`src/rtl/phy_rx_pkg.sv`:
```
// Shared lane-receiver definitions: comma symbol, FSM encoding and lock default.
// Also used by phy_tx, which sends COMMA_SYMBOL on its serial output while its valid is low.
package phy_rx_pkg;

    localparam logic [7:0] COMMA_SYMBOL     = 8'hBC;
    localparam int         LOCK_COUNT_DEF   = 4;
    localparam int         MAX_DATA_RUN_DEF = 16;

    typedef enum logic [1:0] {
        HUNT   = 2'd0,
        ALIGN  = 2'd1,
        ACTIVE = 2'd2
    } rx_state_e;

endpackage

```
`src/rtl/serial_paralelo_rx_deser_shift.sv`:
```
// MSB-first deserializer; window_o is the byte completed by the bit currently on serial_in.
module deser_shift #(
    parameter int WIDTH = 8
) (
    input  logic             clk_8f,
    input  logic             reset,
    input  logic             serial_in,
    output logic [WIDTH-1:0] window_o
);

    logic [WIDTH-1:0] sh_q;

    assign window_o = {sh_q[WIDTH-2:0], serial_in};

    always_ff @(posedge clk_8f) begin
        if (reset) sh_q <= '0;
        else       sh_q <= window_o;
    end

endmodule

```
`src/rtl/serial_paralelo_rx.sv`:
```
// Lane receiver: comma-aligned deserializer with lock detection and byte delivery.
// Optional SERIAL_PARALELO_RX_LOSS_EN drops lock after MAX_DATA_RUN consecutive non-comma bytes.
//
//   state  | meaning
//   HUNT   | sliding search for a comma at any bit offset
//   ALIGN  | boundary fixed, counting consecutive aligned commas
//   ACTIVE | locked; data bytes delivered at each boundary
module serial_paralelo_rx
    import phy_rx_pkg::*;
#(
    parameter int               WIDTH        = 8,
    parameter logic [WIDTH-1:0] COMMA        = COMMA_SYMBOL,
    parameter int               LOCK_COUNT   = LOCK_COUNT_DEF
`ifdef SERIAL_PARALELO_RX_LOSS_EN
   ,parameter int               MAX_DATA_RUN = MAX_DATA_RUN_DEF
`endif
) (
    input  logic             clk_8f,
    input  logic             reset,
    input  logic             serial_in,
    output logic [WIDTH-1:0] data_out,
    output logic             valid_out,
    output logic             byte_strobe,
    output logic             active
);

    localparam logic [3:0] LOCK_CNT4 = 4'(LOCK_COUNT);

    rx_state_e        state_q, state_d;
    logic [2:0]       bit_cnt_q, bit_cnt_d;
    logic [3:0]       comma_cnt_q, comma_cnt_d;
    logic [WIDTH-1:0] data_q, data_d;
    logic             valid_q, valid_d;
    logic             strobe_q, strobe_d;
    logic [WIDTH-1:0] window;
    logic             is_comma;
    logic             boundary;

    deser_shift #(.WIDTH(WIDTH)) u_deser (
        .clk_8f   (clk_8f),
        .reset    (reset),
        .serial_in(serial_in),
        .window_o (window)
    );

    assign is_comma = (window == COMMA);
    assign boundary = (bit_cnt_q == 3'd7);

`ifdef SERIAL_PARALELO_RX_LOSS_EN
    localparam logic [4:0] MAX_RUN5 = 5'(MAX_DATA_RUN);
    logic [4:0] run_q, run_d;

    always_ff @(posedge clk_8f) begin
        if (reset) run_q <= '0;
        else       run_q <= run_d;
    end
`endif

    always_ff @(posedge clk_8f) begin
        if (reset) begin
            state_q     <= HUNT;
            bit_cnt_q   <= '0;
            comma_cnt_q <= '0;
            data_q      <= '0;
            valid_q     <= 1'b0;
            strobe_q    <= 1'b0;
        end else begin
            state_q     <= state_d;
            bit_cnt_q   <= bit_cnt_d;
            comma_cnt_q <= comma_cnt_d;
            data_q      <= data_d;
            valid_q     <= valid_d;
            strobe_q    <= strobe_d;
        end
    end

    always_comb begin
        state_d     = state_q;
        bit_cnt_d   = bit_cnt_q;
        comma_cnt_d = comma_cnt_q;
        data_d      = data_q;
        valid_d     = valid_q;
        strobe_d    = 1'b0;
`ifdef SERIAL_PARALELO_RX_LOSS_EN
        run_d       = run_q;
`endif
        unique case (state_q)
            HUNT: begin
                bit_cnt_d   = '0;
                comma_cnt_d = '0;
                if (is_comma) begin
                    comma_cnt_d = 4'd1;
                    state_d     = (LOCK_COUNT == 1) ? ACTIVE : ALIGN;
                end
            end
            ALIGN: begin
                bit_cnt_d = bit_cnt_q + 3'd1;
                if (boundary) begin
                    if (is_comma) begin
                        comma_cnt_d = comma_cnt_q + 4'd1;
                        if (comma_cnt_d == LOCK_CNT4) state_d = ACTIVE;
                    end else begin
                        comma_cnt_d = '0;
                        state_d     = HUNT;
                    end
                end
            end
            ACTIVE: begin
                bit_cnt_d = bit_cnt_q + 3'd1;
                if (boundary) begin
                    strobe_d = 1'b1;
                    if (is_comma) begin
                        valid_d = 1'b0;
`ifdef SERIAL_PARALELO_RX_LOSS_EN
                        run_d   = '0;
`endif
                    end else begin
                        data_d  = window;
                        valid_d = 1'b1;
`ifdef SERIAL_PARALELO_RX_LOSS_EN
                        run_d   = run_q + 5'd1;
                        // Too long without a comma: assume the link slipped and re-hunt.
                        if (run_d == MAX_RUN5) begin
                            data_d      = data_q;
                            valid_d     = 1'b0;
                            comma_cnt_d = '0;
                            run_d       = '0;
                            state_d     = HUNT;
                        end
`endif
                    end
                end
            end
            default: state_d = HUNT;
        endcase
    end

    assign data_out    = data_q;
    assign valid_out   = valid_q;
    assign byte_strobe = strobe_q;
    assign active      = (state_q == ACTIVE);

endmodule

```
`config.mk`:
```
export PLATFORM = sky130hd
export DESIGN_NAME = serial_paralelo_rx
export DESIGN_NICKNAME = d
export VERILOG_FILES = /design/src/rtl/phy_rx_pkg.sv /design/src/rtl/serial_paralelo_rx_deser_shift.sv /design/src/rtl/serial_paralelo_rx.sv
export SDC_FILE = /design/constraint.sdc
export NUM_CORES = 1
export LEC_CHECK = 0
export CAP_MARGIN = 15
export CORE_MARGIN = 2
export CORE_UTILIZATION = 56
export DETAILED_ROUTE_END_ITERATION = 8
export PLACE_DENSITY = 0.87
export SLEW_MARGIN = 20
export SYNTH_ARGS = -nofsm -noshare
export SYNTH_HDL_FRONTEND = slang
export SYNTH_SLANG_ARGS = --single-unit
```
`constraint.sdc`:
```
create_clock -name clk_8f -period 3.2 [get_ports clk_8f]
set_input_delay 0.64 -clock clk_8f [delete_from_list [all_inputs] [get_ports clk_8f]]
set_output_delay 0.64 -clock clk_8f [all_outputs]
set_load 0.05 [all_outputs]
```
==> results of run 1 <==
[flip-flops by register name, indices dropped and copies added, names as in the netlist]
signal	cells
comma_cnt_q	4
bit_cnt_q	3
valid_out	1
byte_strobe	1
state_q	2
data_out	8
u_deser.sh_q	7
[cell usage after synthesis, drive strengths merged]
cell type and count:
dfxtp 26, nor2 16, a21oi 10, nand2 10, nor2b 9, ha 8
mux2i 7, inv 4, o21ai 4, nand3 3, clkbuf 2, o221a 2
a211o 1, a211oi 1, a21o 1, a221o 1, a31oi 1, and3 1
and4b 1, and4bb 1, nand3b 1, o211a 1, or3b 1, or4 1
[stage by stage]
step | util (%) | total power [µW]
after floorplan | - | 339
after global routing | 72.6 | 518
after detailed placement | 70.6 | 345
final | 72.6 | 497
after global placement | 70.6 | 345
after CTS | 72.6 | 503
[layout make-up]
class | instances | area share [%]
tap | 25 | 2.44
clock buffer | 4 | 2.83
multi-input combinational | 81 | 42.2
inverter | 4 | 1.17
timing repair buffer | 14 | 10.7
sequential | 26 | 40.6
[power groups by stage]
stage          registers, µW  clock network (µW)  logic (µW)
6_report                 327                 160        10.7
5_1_grt                  327                 179        11.6
4_1_cts                  327                 165        10.8
3_5_place_dp             334                   0        10.7
3_3_place_gp             334                   0        10.5
2_1_floorplan            334                   0        5.40
[cell families after synthesis]
family,Yosys count
AO/OA/AOI/OAI,22
adder cells (fa/ha/maj),8
buffers and inverters,6
flip-flops,26
multiplexers,7
AND/OR/NAND/NOR,44
[worst min-delay path by stage]
stage	start	endpoint	slack, ns
after floorplan	comma_cnt_q[3]$_SDFFE_PP0P_	comma_cnt_q[3]$_SDFFE_PP0P_	0.45
after global placement	comma_cnt_q[3]$_SDFFE_PP0P_	comma_cnt_q[3]$_SDFFE_PP0P_	0.47
after detailed placement	u_deser.sh_q[3]$_SDFF_PP0_	u_deser.sh_q[4]$_SDFF_PP0_	0.47
after CTS	u_deser.sh_q[3]$_SDFF_PP0_	u_deser.sh_q[4]$_SDFF_PP0_	0.49
after global routing	u_deser.sh_q[2]$_SDFF_PP0_	u_deser.sh_q[3]$_SDFF_PP0_	0.50
final	u_deser.sh_q[3]$_SDFF_PP0_	u_deser.sh_q[4]$_SDFF_PP0_	0.49
[worst register-to-register path, cell delays in order (launching register included)]
cell	delay, ns
dfxtp_1	0.38
ha_1	0.16
ha_1	0.18
nand2_1	0.15
a21oi_2	0.47
mux2i_1	0.27
nor2_1	0.06
[placed cells by master, fill, tap and decap left out, types with 2 or more instances in the layout]
master	synthesis	routed
nor2b_1	9	9
o221a_2	2	2
ha_1	8	8
a21oi_1	9	9
clkbuf_4	0	3
o21ai_0	4	4
nand3_1	3	3
nand2_1	9	9
dfxtp_1	26	26
mux2i_1	7	7
inv_1	4	4
clkdlybuf4s50_1	0	13
nor2_1	16	16
[routing by layer]
layer | up-vias | global-route usage [%] | part of all wire, %
met2 | 18 | 31.7 | 49
met4 | 0 | 4.86 | 0.72
met3 | 2 | 7.92 | 5.0
met5 | - | 0 | 0
li1 | 424 | - | -
met1 | 388 | 24.1 | 45
==> results_dict.tcl, run 1 <==
set metrics [dict create \
    drt_first_pass_iters 4 \
    multiInputGateArea_um2 541 \
    ctsLongestPathBuffers 2 \
    clock_power_share_pct 32.1 \
    share_comb_of_total_power_pct 2.2 \
    postCtsSetupRepairBufs 0 \
    hp-class "reg -> reg" \
    path_cells "inv_1, ha_1, clkdlybuf4s50_1" \
    route.detailed.vias_per_inst 5.40 \
    static_power_due_to_leakage_uw 0.000516 \
    place_congestion 0.795 \
    detail-route-antenna-nets 0 \
    tightestPinTransition_ns 0.565 \
    design.final.nets 141 \
    final_cell_area_um2 1280 \
    antenna_found_initial 0 \
    synth.yosys.warnings 0 \
    netlist_area_um2 1080 \
    period_needed_ns 2.45 \
    max_cap_violations 0 \
    maxSlewHeadroom_pct 61.3 \
    power.ir.vdd_worst_mv 0.421 \
    layout.area.seq_um2 520 \
    num_vias 832 \
    clk_latency_ns 0.32 \
    place_worst_setup_slack_ns 0.804 \
    drt_drc_violations_left 0 \
    fraction_of_the_mapped_netlist_area_in_adder_cells_pct 9.24 \
    portbufs 13 \
    fp.dieArea_um2 2300 \
    critical_path_peak_fanout 4 \
    net_switching_power_of_the_design_uw 97.4 \
    track_usage_pct 19.5 \
    post_synth_xor_xnor_area_pct 0 \
    clock.fmax_ghz 0.408 \
    synth-compound-area-share_pct 13.5 \
    final-max-slew-violation-count 0 \
    netlist.top_cell.by_area "dfxtp_1" \
    dp.cells 150 \
    chipWidth_um 48.0 \
    reg2reg_slack_ns 1.42 \
    vias_in_the_first_global_route 713 \
    syn-mean-instance-area_um2 9.59 \
    finalSetupViolations 0 \
    fin_ws_ns 0.748 \
    area_of_the_core_um2 1760 \
    cp_num_buf_inv 2 \
    rsz0062_at_grt "false" \
    timing_hold_violations_final 0 \
    main_combinational_cell_family_by_area_after_synthesis "simple AND/OR/NAND/NOR gates" \
    tritoncts.num_buffers 3 \
    areaGrowthSynthToFinish_pct 18.2 \
    final-instance-count-excl-fill 154 \
    nFillCells 132 \
    dp.final_hpwl_um 1410 \
    finalCritPeriodShare_pct 76.6 \
    swShare_pct 19.6 \
    critical_path.reg2reg.endpoint "data_out[1]$_SDFFE_PP0P_" \
    post_synth_and_or_nand_nor_area_fraction_pct 20.7 \
    totalWireLength_um 1930 \
    initial_core_util_pct 61.4 \
    min_delay_path_depth 1 \
    globalRoute.totalOverflow 0 \
    cts.root.buffer_cell "clkbuf_4" \
    insertedDiodeCount 0 \
    worst-path-stages 3 \
    p_seq_share_pct 65.8 \
    r2r-start "bit_cnt_q[0]$_SDFFE_PP0P_" \
    initialDrtViolationCount 34 \
    synth_top_area_share_pct 48.0 \
    holdBufCountCts 0 \
    post_cts_resize_count 0 \
    worst-endpoint-arrival_ns 1.81 \
    seq_area_frac_synth_pct 48.0 \
    crit_end "active" \
    yosys-top-cells-area "dfxtp_1 48%, ha_1 9.2%, mux2i_1 6.5%, nor2_1 5.5%, nor2b_1 5.2%" \
    timing.reg2reg.worst_path_depth 6 \
    placement_rows 15 \
    first_pass_grt_wire_length_um 3080 \
    routed_wire_length_per_instance_um 12.6 \
    tritoncts_clock_tree "done" \
    netlist-cell-type-count 26 \
    cell_internal_pwr_uw 400 \
    post_cts_clock_slew_at_the_launch_and_capture_registers_of_the_worst_setup_and_hold_paths_ns 0.13 \
    syn-instance-count 113 \
    critPathKind "reg -> out" \
    status "completed" \
    critical_path_data_required_time_ns 2.56 \
    worstSetupStartpoint "state_q[0]$_SDFFE_PP0P_" \
    die_h_um 48.0 \
    timing.critical_path.slowest_cell_delay_ns 0.82 \
    ys_seq_elements 26 \
    detailed_place.area_um2 1240 \
    synth_mux_area_share_pct 6.47 \
    max_h_tree_level 1 \
    cts.sinks 26 \
    pin_count 14 \
    critPathCaptureType "output pin" \
    synthesized_nets 124 \
    power_density_nw_per_um2 388 \
    critical-path-top-delay-family "buffers and inverters" \
    grt_max_degree 15 \
    fin_skew_ns 0.00451 \
    setup-tns-final_ns 0 \
    post_route_cells_drive_above_1_share_pct 7.75 \
    hold_ws_ns 0.490 \
    critPathLaunchType "flop" \
    slowest_stage "clkdlybuf4s50_1" \
]
No activity file was read; power rests on OpenSTA's default activity.
==> run 2, diff against run 1 <==
- CORE_UTILIZATION: 56 -> 47
- PLACE_DENSITY: 0.87 -> 0.78
- clock period: 3.2 -> 2.1 ns (I/O delays scaled with it)
==> results_dict.tcl, run 2 (synthesized netlist as in run 1, its figures left out) <==
set metrics [dict create \
    critical-path-top-delay-family "buffers and inverters" \
    worst-endpoint-arrival_ns 1.51 \
    cts.sinks 26 \
    dp.cells 158 \
    post_route_cells_drive_above_1_share_pct 11.9 \
    period_needed_ns 1.93 \
    power.ir.vdd_worst_mv 0.420 \
    detail-route-antenna-nets 0 \
    max_h_tree_level 1 \
    multiInputGateArea_um2 541 \
    insertedDiodeCount 0 \
    vias_in_the_first_global_route 830 \
    die_h_um 52.0 \
    fin_skew_ns 0.00895 \
    holdBufCountCts 0 \
    clock.fmax_ghz 0.518 \
    timing_hold_violations_final 0 \
    power_density_nw_per_um2 644 \
    largest_register_ff_count 8 \
    pin_count 14 \
    critPathKind "reg -> out" \
    initialDrtViolationCount 28 \
    hp-class "reg -> reg" \
    most_common_library_cell_in_the_layout_ignoring_fill_and_taps "dfxtp_1" \
    antenna_found_initial 0 \
    critical_path_peak_fanout 2 \
    slowest_stage "clkdlybuf4s50_1" \
    rsz0062_at_grt "false" \
    static_power_due_to_leakage_uw 0.000554 \
    post_cts_resize_count 0 \
    routed_wire_length_per_instance_um 12.6 \
    most-common-layout-cells "26 x dfxtp_1, 16 x nor2_1, 12 x clkdlybuf4s50_1" \
    dp.final_hpwl_um 1480 \
    cts.root.buffer_cell "clkbuf_4" \
    areaGrowthSynthToFinish_pct 24.5 \
    placement_rows 17 \
    tritoncts_clock_tree "done" \
    num_vias 862 \
    max_cap_violations 0 \
    timing.critical_path.slowest_cell_delay_ns 0.80 \
    fp.dieArea_um2 2710 \
    postCtsSetupRepairBufs 0 \
    layout.area.seq_um2 520 \
    critPathCaptureType "output pin" \
    tritoncts.num_buffers 3 \
    cp_num_buf_inv 1 \
    initial_core_util_pct 49.5 \
    design.final.nets 146 \
    setup-tns-final_ns 0 \
    status "completed" \
    ctsLongestPathBuffers 2 \
    first_pass_grt_wire_length_um 3570 \
    final-max-slew-violation-count 0 \
    finalCritPeriodShare_pct 91.9 \
    route.detailed.vias_per_inst 5.32 \
    post_cts_clock_slew_at_the_launch_and_capture_registers_of_the_worst_setup_and_hold_paths_ns 0.15 \
    finalSetupViolations 0 \
    totalWireLength_um 2040 \
    clk_latency_ns 0.33 \
    path_cells "clkdlybuf4s50_1" \
    tightestPinTransition_ns 0.578 \
    place_congestion 0.792 \
    globalRoute.totalOverflow 0 \
    critPathLaunchType "flop" \
    nFillCells 187 \
    drt_first_pass_iters 4 \
    chipWidth_um 52.0 \
    critical_path_data_required_time_ns 1.68 \
    maxSlewHeadroom_pct 60.4 \
    area_of_the_core_um2 2190 \
    final-instance-count-excl-fill 162 \
    grt_max_degree 17 \
    drt_drc_violations_left 0 \
    track_usage_pct 18.1 \
    portbufs 13 \
]
==> run 2: changes by cell type in the layout (fill, tap and decap cells not counted) <==
cell / previous run / this run
buf_12: 0 / 1
buf_4: 1 / 6
bufinv_16: 0 / 1
clkbuf_8: 1 / 0
clkdlybuf4s50_1: 13 / 12
==> run 2: per-stage QoR <==
stage | power, µW | util [%] | worst slack, ns | hold slack [ns] | area [µm²]
2_1_floorplan | 517 | - | 0.228 | 0.449 | 1080
3_3_place_gp | 528 | 59.2 | 0.0349 | 0.467 | 1300
3_5_place_dp | 528 | 59.2 | -0.00886 | 0.470 | 1300
4_1_cts | 871 | 61.6 | 0.164 | 0.487 | 1350
5_1_grt | 891 | 61.6 | 0.123 | 0.503 | 1350
6_report | 869 | 61.6 | 0.171 | 0.486 | 1350
==> run 2: layout make-up <==
cell class | instances | area share (%)
repair buffers | 19 | 13.7
flip-flops and latches | 26 | 38.6
clock buffers | 3 | 1.67
multi-input cells | 81 | 40.1
well taps | 28 | 2.60
inverters | 4 | 1.11
clock inverters | 1 | 2.23
==> run 2: final timing paths <==
path	startpoint	slack, ns	depth (start not counted)	to
setup reg to reg	state_q[1]$_SDFFE_PP0P_	0.36	6	comma_cnt_q[0]$_SDFFE_PP0P_
hold / removal	u_deser.sh_q[3]$_SDFF_PP0_	0.49	1	u_deser.sh_q[4]$_SDFF_PP0_
hold reg to reg	u_deser.sh_q[3]$_SDFF_PP0_	0.49	1	u_deser.sh_q[4]$_SDFF_PP0_
setup / recovery	data_out[5]$_SDFFE_PP0P_	0.17	1	data_out[5]
==> run 2: power breakdown <==
| part | internal (µW) | total, µW | switching, µW |
|---|---|---|---|
| clock network | 193 | 352 | 159 |
| registers | 496 | 498 | 1.93 |
| logic | 9.53 | 18.8 | 9.26 |
| total | 699 | 869 | 170 |
==> run 2: metal layers <==
metal | track usage [%] | up-vias | share of wire, %
met3 | 3.74 | 5 | 3.2
met4 | 9.65 | 0 | 2.3
li1 | - | 436 | -
met2 | 28.5 | 21 | 48
met1 | 23.0 | 400 | 47
met5 | 0 | - | 0
